`src/rtl/harmonica_voice.sv`:
```
// harmonica_voice: single-voice tone generator with an ASR envelope; each tick_clk edge yields one sample. Optional HARMONICA_TRIANGLE_EN selects a triangle wave.
// Latency: tick edge to sample_valid is 2 clk_in cycles; keys pass a 2-flop synchronizer, so they are seen 2 cycles late.
// Backpressure: none; sample_valid is a one-cycle strobe that the downstream stage must take when offered.
module harmonica_voice #(
    parameter int unsigned ATTACK_STEP  = 4,
    parameter int unsigned RELEASE_STEP = 2
) (
    input  logic       clk_in,
    input  logic       rst_n,
    input  logic       tick_clk,
    input  logic [7:0] key,
    output logic [7:0] sample_out,
    output logic       sample_valid,
    output logic       active
);

    typedef enum logic [1:0] {ST_IDLE, ST_ATTACK, ST_SUSTAIN, ST_RELEASE} state_t;

    localparam logic [8:0] ATT_STEP9 = 9'(ATTACK_STEP);
    localparam logic [7:0] REL_STEP8 = 8'(RELEASE_STEP);

    state_t      state_q, state_d;
    logic [7:0]  key_s1_q, key_s2_q;
    logic        tick_q, primed_q, tick_d1_q;
    logic [7:0]  env_q, env_d;
    logic [15:0] phase_q, phase_d;
    logic [15:0] inc_q, inc_d;
    logic [7:0]  sample_out_q, sample_out_d;
    logic        sample_valid_q;

    logic        tick, key_any, do_attack, do_release;
    logic [15:0] sel_inc;
    logic [8:0]  env_add;
    logic [7:0]  env_att, env_rel, wave;
    logic [15:0] prod;

    function automatic logic [15:0] inc_lut(input logic [2:0] idx);
        case (idx)
            3'd0:    inc_lut = 16'd2143;
            3'd1:    inc_lut = 16'd2406;
            3'd2:    inc_lut = 16'd2700;
            3'd3:    inc_lut = 16'd2861;
            3'd4:    inc_lut = 16'd3211;
            3'd5:    inc_lut = 16'd3604;
            3'd6:    inc_lut = 16'd4046;
            default: inc_lut = 16'd4286;
        endcase
    endfunction

    // primed masks the bogus edge seen when tick_q reloads after reset
    assign tick = primed_q & (tick_clk ^ tick_q);

    // lowest pressed key wins; with no key the current increment is kept
    always_comb begin
        key_any = |key_s2_q;
        sel_inc = inc_q;
        for (int i = 7; i >= 0; i--) begin
            if (key_s2_q[i]) sel_inc = inc_lut(3'(i));
        end
    end

    assign env_add = {1'b0, env_q} + ATT_STEP9;
    assign env_att = env_add[8] ? 8'hFF : env_add[7:0];
    assign env_rel = (env_q > REL_STEP8) ? (env_q - REL_STEP8) : 8'd0;

    always_comb begin
        state_d    = state_q;
        env_d      = env_q;
        phase_d    = phase_q;
        inc_d      = inc_q;
        do_attack  = 1'b0;
        do_release = 1'b0;
        if (tick) begin
            case (state_q)
                ST_IDLE:    do_attack = key_any;
                ST_ATTACK:  if (key_any) do_attack = 1'b1; else state_d = ST_RELEASE;
                ST_SUSTAIN: do_release = !key_any;
                ST_RELEASE: if (key_any) do_attack = 1'b1; else do_release = 1'b1;
                default:    state_d = ST_IDLE;
            endcase
        end
        if (do_attack) begin
            env_d   = env_att;
            state_d = (env_att == 8'hFF) ? ST_SUSTAIN : ST_ATTACK;
        end
        if (do_release) begin
            env_d   = env_rel;
            state_d = (env_rel == 8'd0) ? ST_IDLE : ST_RELEASE;
        end
        // legato: key changes reload the increment but never reset phase
        if (tick) begin
            if (state_d != ST_IDLE) begin
                inc_d   = sel_inc;
                phase_d = phase_q + sel_inc;
            end else begin
                phase_d = 16'd0;
            end
        end
    end

`ifdef HARMONICA_TRIANGLE_EN
    assign wave = phase_q[15] ? ~phase_q[14:7] : phase_q[14:7];
`else
    assign wave = phase_q[15] ? 8'd255 : 8'd0;
`endif

    assign prod         = 16'(wave) * 16'(env_q);
    assign sample_out_d = tick_d1_q ? prod[15:8] : sample_out_q;

    always_ff @(posedge clk_in or negedge rst_n) begin
        if (!rst_n) begin
            key_s1_q       <= 8'd0;
            key_s2_q       <= 8'd0;
            tick_q         <= 1'b0;
            primed_q       <= 1'b0;
            tick_d1_q      <= 1'b0;
            state_q        <= ST_IDLE;
            env_q          <= 8'd0;
            phase_q        <= 16'd0;
            inc_q          <= 16'd0;
            sample_out_q   <= 8'd0;
            sample_valid_q <= 1'b0;
        end else begin
            key_s1_q       <= key;
            key_s2_q       <= key_s1_q;
            tick_q         <= tick_clk;
            primed_q       <= 1'b1;
            tick_d1_q      <= tick;
            state_q        <= state_d;
            env_q          <= env_d;
            phase_q        <= phase_d;
            inc_q          <= inc_d;
            sample_out_q   <= sample_out_d;
            sample_valid_q <= tick_d1_q;
        end
    end

    assign sample_out   = sample_out_q;
    assign sample_valid = sample_valid_q;
    assign active       = (state_q != ST_IDLE);

endmodule
```
`config.mk`:
```
export PLATFORM = sky130hd
export DESIGN_NAME = harmonica_voice
export DESIGN_NICKNAME = d
export VERILOG_FILES = /design/src/rtl/harmonica_voice.sv
export SDC_FILE = /design/constraint.sdc
export NUM_CORES = 1
export LEC_CHECK = 0
export ABC_AREA = 1
export BUFFER_PORTS_ARGS = -buffer_cell sky130_fd_sc_hd__clkbuf_2
export CAP_MARGIN = 20
export CORE_ASPECT_RATIO = 1.2
export CORE_MARGIN = 5
export CORE_UTILIZATION = 45
export CTS_CLUSTER_DIAMETER = 150
export CTS_CLUSTER_SIZE = 30
export DETAILED_ROUTE_END_ITERATION = 16
export SETUP_SLACK_MARGIN = 0.5
export SLEW_MARGIN = 20
export SYNTH_ARGS = -nofsm -noshare
export SYNTH_HDL_FRONTEND = slang
export SYNTH_SLANG_ARGS = --single-unit
```
`constraint.sdc`:
```
create_clock -name clk_in -period 5.7 [get_ports clk_in]
set_input_delay 1.14 -clock clk_in [delete_from_list [all_inputs] [get_ports clk_in]]
set_output_delay 1.14 -clock clk_in [all_outputs]
set_load 0.02 [all_outputs]
```
---- Yosys cells after proc, flatten, opt, wreduce, memory -nomap -nowiden ----
Cells that the tools add are included.
W data, S select, Z words.
word-level totals
  register bits after elaboration ......... 70
  input port bits ......................... 11
  output and inout bits ................... 10
operators by class
  add/sub/neg operators ................... 3
  multipliers ............................. 1
  $lt $le $gt $ge ......................... 1
  equality and inequality tests ........... 4
  multiplexer cells ....................... 27
  bitwise operators ....................... 2
  reduce and logical (&&, ||, !) cells .... 9
operator list
  cell                   count
  $mux W16               9
  $mux W8                5
  $add A16 B16 Y16       1
  $mul A8 B8 Y16         1
  $mux W2                7
  $add A8 B3 Y9 const B  1
  $eq A8 B8 Y1 const B   1
  $gt A8 B2 Y1 const B   1
  $logic_not A8 Y1       1
  $reduce_or A8 Y1       1
  $sub A8 B2 Y8 const B  1
  $reduce_bool A2 Y1     3
  $eq A2 B2 Y1 const B   2
  $mux W1                4
  $pmux W1 S2            2
  $eq A2 B1 Y1 const B   1
  $logic_not A2 Y1       1
  $reduce_and A2 Y1      1
  $reduce_or A2 Y1       1
  $and A1 B1 Y1          1
  $logic_not A1 Y1       1
  $xor A1 B1 Y1          1

---- Longest topological paths before layout ----
Gate-level depths: netlist (run 1).
  depth after elaboration ................. 10
  gate-level depth with buffers ........... 25

---- Worst setup path before layout (run 1) ----
No wires, ideal clock.
  kind .................................... register -> register
  from .................................... reg phase_q[15]
  to ...................................... reg sample_out_q[7], in the netlist sample_out[7]
  arrival time ............................ 4.413 ns
  data required time ...................... 5.582 ns
  path slack .............................. 1.169 ns
  cell stages (with the launch flop) ...... 20
  path through ............................ dfrtp_1 > buf_1 > nand2_1 > ha_1 > xnor2_1 > inv_1 > fa_1 > inv_1 > fa_1 > fa_1 > inv_1 > ha_1 > a21oi_1 > nor2_1 > nor2_1 > inv_1 > a211oi_1 > nand3b_1 > nand3_1 > nand2_1
between the ends
  cells in the longest elaborated chain, start to end .. 2
ends and longest elaborated chain
  element                   line  RTL
  start: declaration        26    logic [15:0] phase_q, phase_d;
  start signal: assignment  131   phase_q <= phase_d;
  $mux W8                   104   assign wave = phase_q[15] ? 8'd255 : 8'd0;
  $mul A8 B8 Y16            107   assign prod = 16'(wave) * 16'(env_q);
  end signal: assignment    133   sample_out_q <= sample_out_d;
  end: declaration          28    logic [7:0] sample_out_q, sample_out_d;
No other way between the ends.
A chain may end at the register's enable or synchronous reset.

---- Final worst setup path (run 1) ----
Ends and elaborated chain as after synthesis.

==> out/metrics.csv, run 1 <==
stage,metric,value,unit
cells_and_area,antenna_cells,0,
setup_path,cp.required,5920,ps
floorplan,die_area,14700,sq um
drt,vias_per_cell,5.08,
sta,final-hold-violation-count,0,
sta,fin_skew,6.88,ps
drt,drc,0,
drt,postRouteAntennaNets,0,
power,design_power_total,2.55,mW
setup_path,crit_buf_inv,5,
logic_synthesis,ys_ff_latch,70,
logic_synthesis,yosys_warnings,0,
placed_design,gp_congestion,0.892,
placed_design,hpwlAfterDp,8.97,mm
run_status,status,"finished, final reports clean",
power,p_leak,3.33,nW
drt,wirelength,11.8,mm
cells_and_area,drive_gt1_share,10.9,%
sta,max_freq,212,MHz
setup_path,cp_max_fo,12,
clock_tree,htreeDepth,3,
global_route,grt-ovfl-total,0,
logic_synthesis,syn_inst,723,
power,ir_worst_vdd,237,uV
setup_path,cp_slowest_cell,fa_1,
global_route,gr-usage-met3,2.53,%
logic_synthesis,ys.flop_type,dfrtp_1,
clock_tree,hold_buffers,0,
logic_synthesis,synth-edff-count,0,
floorplan,start_util,46.1,%
clock_tree,cts_inserted_buffers,9,
setup_path,reg2reg_depth,19,
clock_tree,root_buffer,clkbuf_16,
logic_synthesis,syn-cell-area,5580,sq um
run,drv_cap,0,
setup_path,max_stage_delay,550,ps
global_route,grt_pass1_wl,21.0,mm
setup_path,critPathLaunchType,register,
sta,fin_crit,4730,ps
floorplan,io_pins,21,
sta,rsz0062_at_grt,false,
clock_tree,cts_sinks,70,
logic_synthesis,seq_area_frac_synth,31.4,%
sta,min_period_over_period,82.9,%
global_route,grt.busiest_layer,met2,
clock_tree,clk_latency,330,ps
drt,drtIter0Drc,213,
setup_path,worstSetupEndpointType,register,
clock_tree,cts_tree,yes,
global_route,grt_max_degree,71,
drt,vias,4604,
global_route,antenna_found_initial,0,
logic_synthesis,synth_cell_types,43,
sta,holdWs,348,ps
setup_path,crit_path_cell_trace,nand2_1 > inv_1 > ha_1 > inv_1 > o21ai_0 > fa_1 > inv_1 > fa_1 > fa_1 > inv_1 > ha_1 > a21oi_1 > nor2_1 > nor2_1 > inv_1 > a211oi_1 > nand3b_1 > nand3_1 > nand2_1,
placed_design,port_buffers,20,
global_route,met1_usage,20.2,%
global_route,met2_usage,29.8,%
drt,firstDrtPassIters,8,
setup_path,cp_data_arrival_time,4950,ps
clock_tree,clkTransAtPathRegs,60,ps
clock_tree,cts_buffer_depth,2,
floorplan,die_w,112,um
sta,slew_headroom,38.3,%
setup_path,path_class,reg -> reg,
sta,final.setup.tns,0,ps
setup_path,critPathTopFamily,adder cells,
logic_synthesis,avgSynthCellArea,7.71,sq um
cells_and_area,syn_to_final_growth,8.95,%
sta,finalSetupViolCount,0,
setup_path,cpMostUsedCell,inv_1,
sta,worst_pin_slew,926,ps
floorplan,core_area,12100,sq um
hold_path,hp-class,reg -> reg,
power,p_per_area,419,nW/um^2
sta,slew_viol_final,0,
cells_and_area,finalNetCount,822,
setup_path,critical_path_depth,19,
logic_synthesis,synth_nets,804,
global_route,grt_pass1_vias,4617,
hold_path,min_path_cells,0,
floorplan,rows,44,
global_route,grt_use_total,16.9,%
floorplan,chipHeight,132,um
logic_synthesis,async_flop_share,100,%
drt,wire_per_inst,13.0,um
logic make-up after synthesis:
family | share of synthesized area [%]
xor+xnor | 3.14
simple gates | 29.0
compound gates | 8.82
fa+ha+maj | 18.3
other cells | 0.0672
buf+inv | 9.33
flops | 31.4
area by class of cell:
class | instances | area, sq um
repair buffers | 20 | 103
clock buffers | 9 | 225
clock inverters | 7 | 63.8
fillers | 1179 | 6030
flip-flops and latches | 70 | 1750
multi-input cells | 529 | 3310
well taps | 161 | 201
inverters | 111 | 419
power by group:
group | total (mW) | leakage (nW) | internal (mW) | switching, mW
clock | 0.547 | 0.136 | 0.305 | 0.243
combinational | 1.30 | 2.33 | 0.501 | 0.794
sequential | 0.705 | 0.866 | 0.604 | 0.101
total | 2.55 | 3.33 | 1.41 | 1.14
what timing repair did:
item,CTS,global route
endpoints found under the setup margin,0,1
setup buffers,0,0
gates resized for setup,0,1
worst paths after layout:
kind	slack [ps]	endpoint	start
max in group asynchronous	4160	key_s1_q[7]	rst_n
min in group asynchronous	920	phase_q[7]	rst_n
worst max-delay path	970	sample_out[7]	phase_q[15]
worst max register to register	970	sample_out[7]	phase_q[15]
worst min register to register	350	key_s2_q[5]	key_s1_q[5]
worst min-delay path	350	key_s2_q[5]	key_s1_q[5]
cell usage after synthesis, drive strengths merged, types with 2 or more instances:
master	count	share of area (%)
o221ai	2	0.31
nor2	53	4.1
nand3	64	7.4
inv	109	7.3
or2	4	0.45
o31ai	3	0.40
o22ai	2	0.22
o311ai	2	0.31
nor3	4	0.36
fa	19	6.8
xor2	10	1.6
buf	10	1.6
dfrtp	70	31
a31oi	3	0.34
a211oi	2	0.27
nand4	8	1.0
a21oi	34	3.1
ha	51	11
clkinv	2	0.18
nand2	212	15
o21bai	5	0.67
clkbuf	3	0.20
o21ai	30	2.7
nand3b	6	0.81
xnor2	10	1.6
a21boi	2	0.27
metrics by stage:
stage | util, % | cell area (sq um) | std cells | setup WS (ps)
floorplan | - | 5580 | 723 | 1170
global placement | 47.7 | 5780 | 891 | 1030
detailed placement | 47.7 | 5780 | 891 | 897
CTS | 50.1 | 6070 | 907 | 866
global route | 50.2 | 6080 | 907 | 507
finish | 50.2 | 6080 | 907 | 974
flip-flops by register name, summed over array words and instances, names as in the netlist:
signal,count
sample_out,8
sample_valid,1
phase_q,16
key_s2_q,8
primed_q,1
env_q,8
state_q,2
tick_q,1
key_s1_q,8
inc_q,16
tick_d1_q,1
cell usage in the layout (no fill, tap or decap), types with 3 or more instances in the layout:
master	instances
inv_1	105
xor2_1	10
ha_1	51
nand3_1	49
nand2_2	7
clkbuf_2	19
o31ai_1	3
nor2_1	44
nand3_2	13
o21bai_1	5
a21oi_1	34
a31oi_1	3
or2_2	4
xnor2_1	9
nor2_2	7
inv_2	4
o21ai_0	29
fa_1	19
dfrtp_1	70
nor3_1	4
clkbuf_16	9
nand2_1	203
nand3b_1	6
nand4_1	7
metal layers:
layer / vias to the layer above / part of all wire [%]
met1: 2149 / 43
met2: 89 / 51
met3: 25 / 2.9
met4: 0 / 3.3
met5: - / 0
li1: 2341 / -
Note: power is estimated with default switching activity, not from simulation.
==> run 2: changes to the inputs <==
clock period = 4.4 ns   (was 5.7 ns; I/O delays follow)
==> out/metrics.csv, run 2 (synthesis gave the netlist of run 1 again) <==
stage,metric,value,unit,change
run_status,status,"finished, final reports clean",,
cells_and_area,fillers,1157,,-1.9%
drt,wire_per_inst,13.4,um,+3.1%
clock_tree,cts_tree,yes,,
global_route,grt_pass1_vias,4863,,+5.3%
sta,slew_headroom,40.3,%,+2.0 points
setup_path,cp_data_arrival_time,4200,ps,-750 ps
drt,drc,0,,unchanged
placed_design,placed_area,5900,sq um,+2.1%
setup_path,cp_slowest_cell,fa_1,,
cells_and_area,post-route-util,54.4,%,+4.2 points
sta,slew_viol_final,0,,unchanged
clock_tree,htreeDepth,3,,unchanged
drt,postRouteAntennaNets,0,,unchanged
cells_and_area,register_area,1760,sq um,+0.21%
placed_design,gp_congestion,0.916,,+2.7%
setup_path,critPathLaunchType,register,,
floorplan,core_area,12100,sq um,unchanged
run,drv_cap,0,,unchanged
global_route,grt_use_total,17.5,%,+0.58 points
global_route,grt.busiest_layer,met2,,
drt,vias_per_cell,5.07,,about the same
setup_path,cp_max_fo,5,,-7
floorplan,io_pins,21,,unchanged
setup_path,cp.required,4630,ps,-1290 ps
power,p_leak,3.50,nW,+5.1%
power,ir_worst_vdd,372,uV,+57%
global_route,grt_pass1_wl,21.6,mm,+3.3%
clock_tree,cts_buffer_depth,2,,unchanged
sta,finalSetupViolCount,0,,unchanged
floorplan,chipHeight,132,um,unchanged
sta,max_freq,252,MHz,+19%
sta,min_period_over_period,90.2,%,+7.3 points
floorplan,start_util,46.1,%,unchanged
floorplan,die_w,112,um,unchanged
sta,final.setup.tns,0,ps,unchanged
sta,rsz0062_at_grt,true,,
sta,fin_skew,8.11,ps,+1.23 ps
setup_path,crit_path_cell_trace,nand2_2 > inv_4 > ha_4 > xnor2_4 > inv_2 > fa_1 > inv_2 > fa_1 > fa_1 > inv_2 > ha_4 > a21oi_4 > nor2_1 > nor2_1 > inv_1 > a211oi_2 > nand3b_1 > nand3_1 > nand2_1,,
global_route,met2_usage,31.8,%,+2.0 points
sta,final-hold-violation-count,0,,unchanged
placed_design,hpwlAfterDp,9.09,mm,+1.4%
cells_and_area,final_area,6590,sq um,+8.4%
global_route,antenna_found_initial,0,,unchanged
clock_tree,clkTransAtPathRegs,60,ps,about the same
power,p_per_area,581,nW/um^2,+39%
placed_design,port_buffers,20,,unchanged
setup_path,worstSetupEndpointType,register,,
sta,fin_crit,3970,ps,-755 ps
clock_tree,clk_latency,340,ps,about the same
drt,wirelength,12.6,mm,+6.7%
cells_and_area,syn_to_final_growth,18.1,%,
drt,vias,4763,,+3.5%
cells_and_area,drive_gt1_share,21.1,%,+10 points
drt,drtIter0Drc,241,,+13%
global_route,gr-usage-met3,2.62,%,+0.092 points
setup_path,max_stage_delay,560,ps,about the same
floorplan,die_area,14700,sq um,unchanged
clock_tree,cts_inserted_buffers,9,,unchanged
global_route,grt_max_degree,71,,unchanged
global_route,grt-ovfl-total,0,,unchanged
sta,worst_pin_slew,896,ps,-29.8 ps
global_route,met1_usage,20.5,%,+0.28 points
cells_and_area,antenna_cells,0,,unchanged
cells_and_area,final_common_cell,nand2_1,,
drt,firstDrtPassIters,5,,-3
clock_tree,cts_sinks,70,,unchanged
cells_and_area,reg.largest.list,"inc_q x16, phase_q x16",,
cells_and_area,finalNetCount,854,,+3.9%
floorplan,rows,44,,unchanged
cells_and_area,final_cell_mix,"nand2_1, inv_1, dfrtp_1",,
setup_path,path_class,reg -> reg,,
cells_and_area,multi_input_area,3580,sq um,+7.9%
hold_path,hp-class,reg -> reg,,
clock_tree,root_buffer,clkbuf_16,,
==> run 2: cell count changes in the layout (fill, tap and decap cells not counted), moves of 8 or more <==
| cell | previous run | this run |
|---|---|---|
| nand2_2 | 7 | 15 |
| ha_4 | 0 | 8 |
| inv_1 | 105 | 93 |
| inv_2 | 4 | 15 |
| ha_1 | 51 | 43 |
| nand2_1 | 203 | 193 |
| buf_4 | 1 | 32 |
==> run 2: worst max-delay path: cells and delay by family (launching register included) <==
family | cells | cell delay [ps]
AOI/OAI and AO/OA | 2 | 400
adders and majority gates | 5 | 2050
buffers and inverters | 5 | 280
and+or+nand+nor | 6 | 560
xor gates and xnor gates | 1 | 130
DFF | 1 | 450
==> run 2: report_power, final <==
group	internal (mW)	switching [mW]
Clock	0.391	0.313
Combinational	0.977	1.25
Sequential	0.785	0.107
==> run 2: final cells by class <==
| class | instances | area share, % |
|---|---|---|
| clock buffer | 9 | 3.42 |
| clock inverter | 7 | 0.893 |
| inverter | 111 | 6.40 |
| multi-input combinational | 529 | 54.3 |
| sequential | 70 | 26.7 |
| tap | 161 | 3.06 |
| timing repair buffer | 52 | 5.26 |
==> run 2: worst paths after layout <==
kind | slack (ps) | startpoint | cells past startpoint | to
min | 350 | key_s1_q[7] | 0 | key_s2_q[7]
max in group asynchronous | 3100 | rst_n | 1 | phase_q[15]
max | 430 | phase_q[15] | 19 | sample_out[7]
min in group asynchronous | 650 | rst_n | 1 | state_q[0]
max reg2reg | 430 | phase_q[15] | 19 | sample_out[7]
min reg2reg | 350 | key_s1_q[7] | 0 | key_s2_q[7]
==> run 2: through the flow <==
step	total power, mW	worst slack [ps]	std cells	hold WS, ps
floorplan	2.36	498	723	331
global placement	2.70	218	896	332
detailed placement	2.72	127	896	335
CTS	3.65	455	928	349
global route	4.17	236	939	356
finish	3.83	429	939	347
==> run 2: what timing repair did <==
action | CTS | global route
gates resized for setup | 21 | 32
endpoints found under the setup margin | 8 | 8
setup buffers | 16 | 11
pin swaps | 18 | 30
hold buffers | 0 | 0
==> run 2: layer usage <==
layer	vias to the layer above	part of all wire, %
met4	0	2.6
met2	68	53
met1	2260	42
li1	2412	-
met3	23	2.5
met5	-	0
